### src/rtl/scan_sequencer_3b_pkg.sv
// Shared definitions for the 3-bit select scan engine: state encodings,
// code width/count and per-direction first/last codes.
package scan_sequencer_3b_pkg;

   localparam int CODE_W    = 3;
   localparam int NUM_CODES = 8;

   typedef enum logic [1:0] {
      ST_IDLE    = 2'd0,
      ST_PRESENT = 2'd1,
      ST_HOLD    = 2'd2,
      ST_DONE    = 2'd3
   } state_e;

   localparam logic [CODE_W-1:0] FIRST_UP = 3'd0;
   localparam logic [CODE_W-1:0] LAST_UP  = 3'd7;
   localparam logic [CODE_W-1:0] FIRST_DN = 3'd7;
   localparam logic [CODE_W-1:0] LAST_DN  = 3'd0;

   function automatic logic [CODE_W-1:0] first_code(input logic dir);
      return dir ? FIRST_DN : FIRST_UP;
   endfunction

   function automatic logic [CODE_W-1:0] last_code(input logic dir);
      return dir ? LAST_DN : LAST_UP;
   endfunction

   // Modulo-8 step; wrap comes for free from the 3-bit width.
   function automatic logic [CODE_W-1:0] step_code(input logic [CODE_W-1:0] code,
                                                   input logic dir);
      return dir ? code - 3'd1 : code + 3'd1;
   endfunction

endpackage

### src/rtl/scan_sequencer_3b_if.sv
// Select-code handshake toward the 3-to-8 decoder: code {a,b,c} (a = MSB)
// qualified by valid, accepted by ready.
interface scan_sequencer_3b_if;
   logic a;
   logic b;
   logic c;
   logic valid;
   logic ready;

   modport master (output a, output b, output c, output valid, input ready);
   modport slave  (input a, input b, input c, input valid, output ready);
endinterface

### src/rtl/scan_sequencer_3b_dwell.sv
// Loadable dwell down-counter; expire flags count == 1 so the caller can
// step on that edge. clr has priority over load, load over decrement.
module dwell_counter #(
   parameter int DWELL_W = 8
) (
   input  logic               clk,
   input  logic               rst_n,
   input  logic               clr_i,
   input  logic               load_i,
   input  logic [DWELL_W-1:0] load_val_i,
   input  logic               dec_i,
   output logic               expire_o
);

   logic [DWELL_W-1:0] cnt_q;
   logic [DWELL_W-1:0] cnt_d;

   always_comb begin
      cnt_d = cnt_q;
      if (clr_i) begin
         cnt_d = '0;
      end else if (load_i) begin
         cnt_d = load_val_i;
      end else if (dec_i && (cnt_q != '0)) begin
         cnt_d = cnt_q - DWELL_W'(1);
      end
   end

   always_ff @(posedge clk or negedge rst_n) begin
      if (!rst_n) begin
         cnt_q <= '0;
      end else begin
         cnt_q <= cnt_d;
      end
   end

   assign expire_o = (cnt_q == DWELL_W'(1));

endmodule

### src/rtl/scan_sequencer_3b.sv
// Sweeps {a,b,c} through all eight codes with valid/ready and a dwell gap.
// SCAN_CONTINUOUS_EN: wrap forever until stop instead of a single sweep + done.
module scan_sequencer_3b
   import scan_sequencer_3b_pkg::*;
#(
   parameter int DWELL_W = 8
) (
   input  logic                clk,
   input  logic                rst_n,
   input  logic                start,
   input  logic                stop,
   input  logic                dir,
   input  logic [DWELL_W-1:0]  dwell,
   output logic                busy,
   output logic                done,
   scan_sequencer_3b_if.master sel
);

   state_e              state_q, state_d;
   logic [CODE_W-1:0]   code_q,  code_d;
   logic                dir_q,   dir_d;
   logic [DWELL_W-1:0]  dwell_q, dwell_d;

   logic                cnt_clr;
   logic                cnt_load;
   logic                cnt_dec;
   logic                cnt_expire;
   logic [DWELL_W-1:0]  dwell_eff;

   assign dwell_eff = (dwell_q == '0) ? DWELL_W'(1) : dwell_q;

   dwell_counter #(.DWELL_W(DWELL_W)) u_dwell (
      .clk        (clk),
      .rst_n      (rst_n),
      .clr_i      (cnt_clr),
      .load_i     (cnt_load),
      .load_val_i (dwell_eff),
      .dec_i      (cnt_dec),
      .expire_o   (cnt_expire)
   );

   always_comb begin
      state_d  = state_q;
      code_d   = code_q;
      dir_d    = dir_q;
      dwell_d  = dwell_q;
      cnt_clr  = 1'b0;
      cnt_load = 1'b0;
      cnt_dec  = 1'b0;

      unique case (state_q)
         ST_IDLE: begin
            code_d = '0;
            if (start && !stop) begin
               dir_d   = dir;
               dwell_d = dwell;
               code_d  = first_code(dir);
               state_d = ST_PRESENT;
            end
         end
         ST_PRESENT: begin
            // stop outranks a same-cycle handshake
            if (stop) begin
               state_d = ST_IDLE;
               code_d  = '0;
               cnt_clr = 1'b1;
            end else if (sel.ready) begin
`ifdef SCAN_CONTINUOUS_EN
               cnt_load = 1'b1;
               state_d  = ST_HOLD;
`else
               if (code_q == last_code(dir_q)) begin
                  state_d = ST_DONE;
               end else begin
                  cnt_load = 1'b1;
                  state_d  = ST_HOLD;
               end
`endif
            end
         end
         ST_HOLD: begin
            if (stop) begin
               state_d = ST_IDLE;
               code_d  = '0;
               cnt_clr = 1'b1;
            end else begin
               cnt_dec = 1'b1;
               if (cnt_expire) begin
                  code_d  = step_code(code_q, dir_q);
                  state_d = ST_PRESENT;
               end
            end
         end
         ST_DONE: begin
            state_d = ST_IDLE;
            code_d  = '0;
         end
         default: begin
            state_d = ST_IDLE;
            code_d  = '0;
         end
      endcase
   end

   always_ff @(posedge clk or negedge rst_n) begin
      if (!rst_n) begin
         state_q <= ST_IDLE;
         code_q  <= '0;
         dir_q   <= 1'b0;
         dwell_q <= '0;
      end else begin
         state_q <= state_d;
         code_q  <= code_d;
         dir_q   <= dir_d;
         dwell_q <= dwell_d;
      end
   end

   assign sel.valid = (state_q == ST_PRESENT);
   assign sel.a     = code_q[2];
   assign sel.b     = code_q[1];
   assign sel.c     = code_q[0];
   assign busy      = (state_q == ST_PRESENT) || (state_q == ST_HOLD);
   assign done      = (state_q == ST_DONE);

endmodule

### src/flat_wrapper.sv
// flat-port wrapper written by rule: the top's interface ports become plain ports
module scan_sequencer_3b_flat import scan_sequencer_3b_pkg::*;
#(
   parameter int DWELL_W = 8
)
  (clk, rst_n, start, stop, dir, dwell, busy, done, sel_a, sel_b, sel_c, sel_valid, sel_ready);
  scan_sequencer_3b_if sel_i ();
  input  logic clk;
  input  logic rst_n;
  input  logic start;
  input  logic stop;
  input  logic dir;
  input  logic [DWELL_W-1:0] dwell;
  output logic busy;
  output logic done;
  output wire logic [$bits(sel_i.a)-1:0] sel_a;
  output wire logic [$bits(sel_i.b)-1:0] sel_b;
  output wire logic [$bits(sel_i.c)-1:0] sel_c;
  output wire logic [$bits(sel_i.valid)-1:0] sel_valid;
  input wire logic [$bits(sel_i.ready)-1:0] sel_ready;
  assign sel_a = sel_i.a;
  assign sel_b = sel_i.b;
  assign sel_c = sel_i.c;
  assign sel_valid = sel_i.valid;
  assign sel_i.ready = sel_ready;
  scan_sequencer_3b #(.DWELL_W(DWELL_W)) u_core (.clk(clk), .rst_n(rst_n), .start(start), .stop(stop), .dir(dir), .dwell(dwell), .busy(busy), .done(done), .sel(sel_i));
endmodule
### config.mk
export PLATFORM = sky130hd
export DESIGN_NAME = scan_sequencer_3b_flat
export DESIGN_NICKNAME = d
export VERILOG_FILES = /design/src/rtl/scan_sequencer_3b_pkg.sv /design/src/rtl/scan_sequencer_3b_if.sv /design/src/rtl/scan_sequencer_3b_dwell.sv /design/src/rtl/scan_sequencer_3b.sv /design/src/flat_wrapper.sv
export SDC_FILE = /design/constraint.sdc
export NUM_CORES = 1
export LEC_CHECK = 0
export ABC_AREA = 1
export CAP_MARGIN = 10
export CORE_ASPECT_RATIO = 1.75
export CORE_MARGIN = 4
export CORE_UTILIZATION = 58
export CTS_CLUSTER_DIAMETER = 80
export DETAILED_ROUTE_END_ITERATION = 8
export PLACE_DENSITY = 0.87
export SETUP_SLACK_MARGIN = 0.3
export SYNTH_ARGS = -nofsm -noshare
export SYNTH_HDL_FRONTEND = slang
export SYNTH_SLANG_ARGS = --single-unit
export TNS_END_PERCENT = 10
### constraint.sdc
create_clock -name clk -period 2.4 [get_ports clk]
set_input_delay 0.24 -clock clk [delete_from_list [all_inputs] [get_ports clk]]
set_output_delay 0.24 -clock clk [all_outputs]
set_load 0.005 [all_outputs]
==> flow_summary.ini <==
[yosys]
synth_top_family_by_area = simple AND/OR/NAND/NOR gates
synthMuxAreaShare_pct = 3.056
synth.avg_cell_area_um2 = 8.098
ys_seq_area_share_pct = 37.35
synth_top_area_share_pct = 37.35
yosys-top-cells-area = dfrtp_1 37%, nand2_1 12%, ha_1 7.6%
yosysWarningCount = 0
synth_cell_types = 25
synth_most_common_cell = nand2_1
synth_xor_area_share_pct = 1.783
yosys.area_share.simple_pct = 36.76
synth_ff_type = dfrtp_1
syn-num-nets = 206
synth_compound_area_share_pct = 6.367
synthTopCellsByCount = 47 x nand2_1, 22 x dfrtp_1, 18 x inv_1, 17 x nand3_1, 17 x nor2_1
synthCells = 182
synth_async_sr_flop_share_pct = 100.0
synth_top_area_cell = dfrtp_1
synth_edf_count = 0
syn_area_mm2 = 0.001474
ys_ff_latch = 22
synthAdderAreaFrac_pct = 8.998

[cts]
cts_hold_buf = 0
clkTransAtPathRegs_ns = 0.08
tritoncts = done
cts_buffer_depth = 2
cts_resized = 0
cts_sinks = 22
h-tree-depth = 1
postCtsSetupBuffers = 0
cts_buffers = 3
clock_latency_ns = 0.27
cts-root-buf = clkbuf_8

[route]
wirelength_um = 3163
avgRoutedWirePerCell_um = 13.81
viasPerCell = 5.686
num_vias = 1302
first_iter_violations = 28
drc_errors = 0
ant_nets = 0
dr.pass1.iters = 4

[global_route]
met1_usage_pct = 23.80
grt_start_max_net_pins = 23
met2_usage_pct = 41.10
grt_pass1_wl_um = 5747
grt_remaining_overflow = 0
grt_pass1_vias = 1369
globalRoute.busiestLayer = met2
antenna_found_initial = 0
grt_use_met3_pct = 4.067
grtUsageTotal_pct = 22.31

[place]
portBuffers = 19
dp_hpwl_um = 2456
post-place-cells = 225
routabilityCongestion = 0.8340

[cells_and_area]
nets = 229
syn_to_final_growth_pct = 19.27
fillCellCount = 180
num_antenna_cells = 0
multiInputGateArea_um2 = 839.6
drive_above_1_share_pct = 10.78
seqCellArea_um2 = 550.5
final_cells = 229

[timing]
tightest_slew_ns = 0.4598
setup_violations = 0
finalCritPeriodShare_pct = 76.02
slew_violations = 0
finalSetupTns_ns = 0
fmax_mhz = 548.1
hold_viol = 0
period_minus_slack_ns = 1.824
slew_headroom_pct = 69.27
fin_skew_ns = 0.001813
rsz0062_at_grt = no

[outcome]
status = finished clean

[worst_setup_path]
path_class = register to output port
crit_path_max_fanout = 4
end_kind = output port
crit_path_start_kind = register
worstPathRequired_ns = 2.16
crit_arrival_ns = 1.58

[floorplan]
start_util_pct = 62.46
row_count = 23
dieArea_mm2 = 0.003443
die_h_um = 74.69
fp.coreArea_mm2 = 0.002360
num_io_pins = 20
die_x_um = 46.11

[power_and_ir_drop]
powerDensity_mw_per_mm2 = 1141
leakage_nw = 0.8889
vdd_ir_drop_max_mv = 0.7803

[run]
cap_violations = 0

[worst_hold_path]
hold_path_class = primary input to async pin
-- cells by family (layout without fill, tap and decap cells) --
group	after synthesis	after routing
AND/OR/NAND/NOR	107	107
flip-flops	22	22
buffers and inverters	20	42
AO/OA/AOI/OAI	16	16
adder cells (fa/ha/maj)	10	10
multiplexers	4	4
XOR/XNOR	3	3
-- cell type report --
| class | count | share of cell area (%) |
|---|---|---|
| multi-input combinational | 140 | 47.76 |
| sequential | 22 | 31.32 |
| timing repair buffer | 20 | 11.25 |
| inverter | 18 | 3.843 |
| clock buffer | 3 | 2.349 |
| tap | 25 | 1.779 |
| clock inverter | 1 | 1.708 |
-- worst paths after layout --
kind,startpoint,to,slack (ns),depth (start not counted)
worst max-delay path,u_core.state_q[0]$_DFFE_PN0P_,busy,0.58,3
min in group clk,u_core.dwell_q[0]$_DFFE_PN0P_,u_core.dwell_q[0]$_DFFE_PN0P_,0.53,1
worst min-delay path,rst_n,u_core.dwell_q[6]$_DFFE_PN0P_,0.32,2
max in group asynchronous,rst_n,u_core.state_q[1]$_DFFE_PN0P_,1.86,2
worst max register to register,u_core.state_q[0]$_DFFE_PN0P_,u_core.dwell_q[2]$_DFFE_PN0P_,0.84,4
worst min register to register,u_core.dwell_q[0]$_DFFE_PN0P_,u_core.dwell_q[0]$_DFFE_PN0P_,0.53,1
-- flip-flops by register name (all words and copies together) (netlist names) --
signal / count
u_core.u_dwell.cnt_q: 8
u_core.dir_q: 1
u_core.dwell_q: 8
u_core.state_q: 2
u_core.code_q: 3
-- worst max-delay path, cell delays in order (launching register included) --
cell	delay [ns]
dfrtp_1	0.38
inv_1	0.10
ha_1	0.33
clkdlybuf4s50_1	0.51
-- stage by stage --
stage / cell area (um^2) / util [%] / hold WS [ns] / power [W] / worst slack, ns
2_1_floorplan: 1474 / - / -0.05559 / 0.001371 / 0.9965
3_3_place_gp: 1687 / 71.47 / 0.4910 / 0.001602 / 0.7435
6_report: 1758 / 74.50 / 0.3184 / 0.002006 / 0.5756
3_5_place_dp: 1687 / 71.47 / 0.4979 / 0.001660 / 0.6982
5_1_grt: 1758 / 74.50 / 0.3315 / 0.002193 / 0.5162
4_1_cts: 1758 / 74.50 / 0.3284 / 0.002016 / 0.5687
-- metal layers --
metal	share of wire, %	wire length (um)	vias up
met5	0	0	-
met4	1.5	48	0
met3	2.8	88	5
met2	59	1859	28
met1	37	1166	630
li1	-	-	639
-- power by group --
group,switching [W],internal [W],leakage (nW)
sequential,0.000121,0.000510,0.274
clock,0.000122,0.000223,0.0357
combinational,0.000600,0.000430,0.579
total,0.000843,0.00116,0.889
-- placed cells by master, fill, tap and decap left out, types with 3 or more instances in the layout --
cell,n
inv_1,18
nor2_1,17
nand4_1,10
dfrtp_1,22
nand2_1,47
a21oi_1,5
nand3b_1,4
nand3_1,17
nor2_2,3
o21ai_0,9
clkdlybuf4s50_1,19
ha_1,9
mux2_2,4
clkbuf_8,3
(Power assumes the default switching activity.)
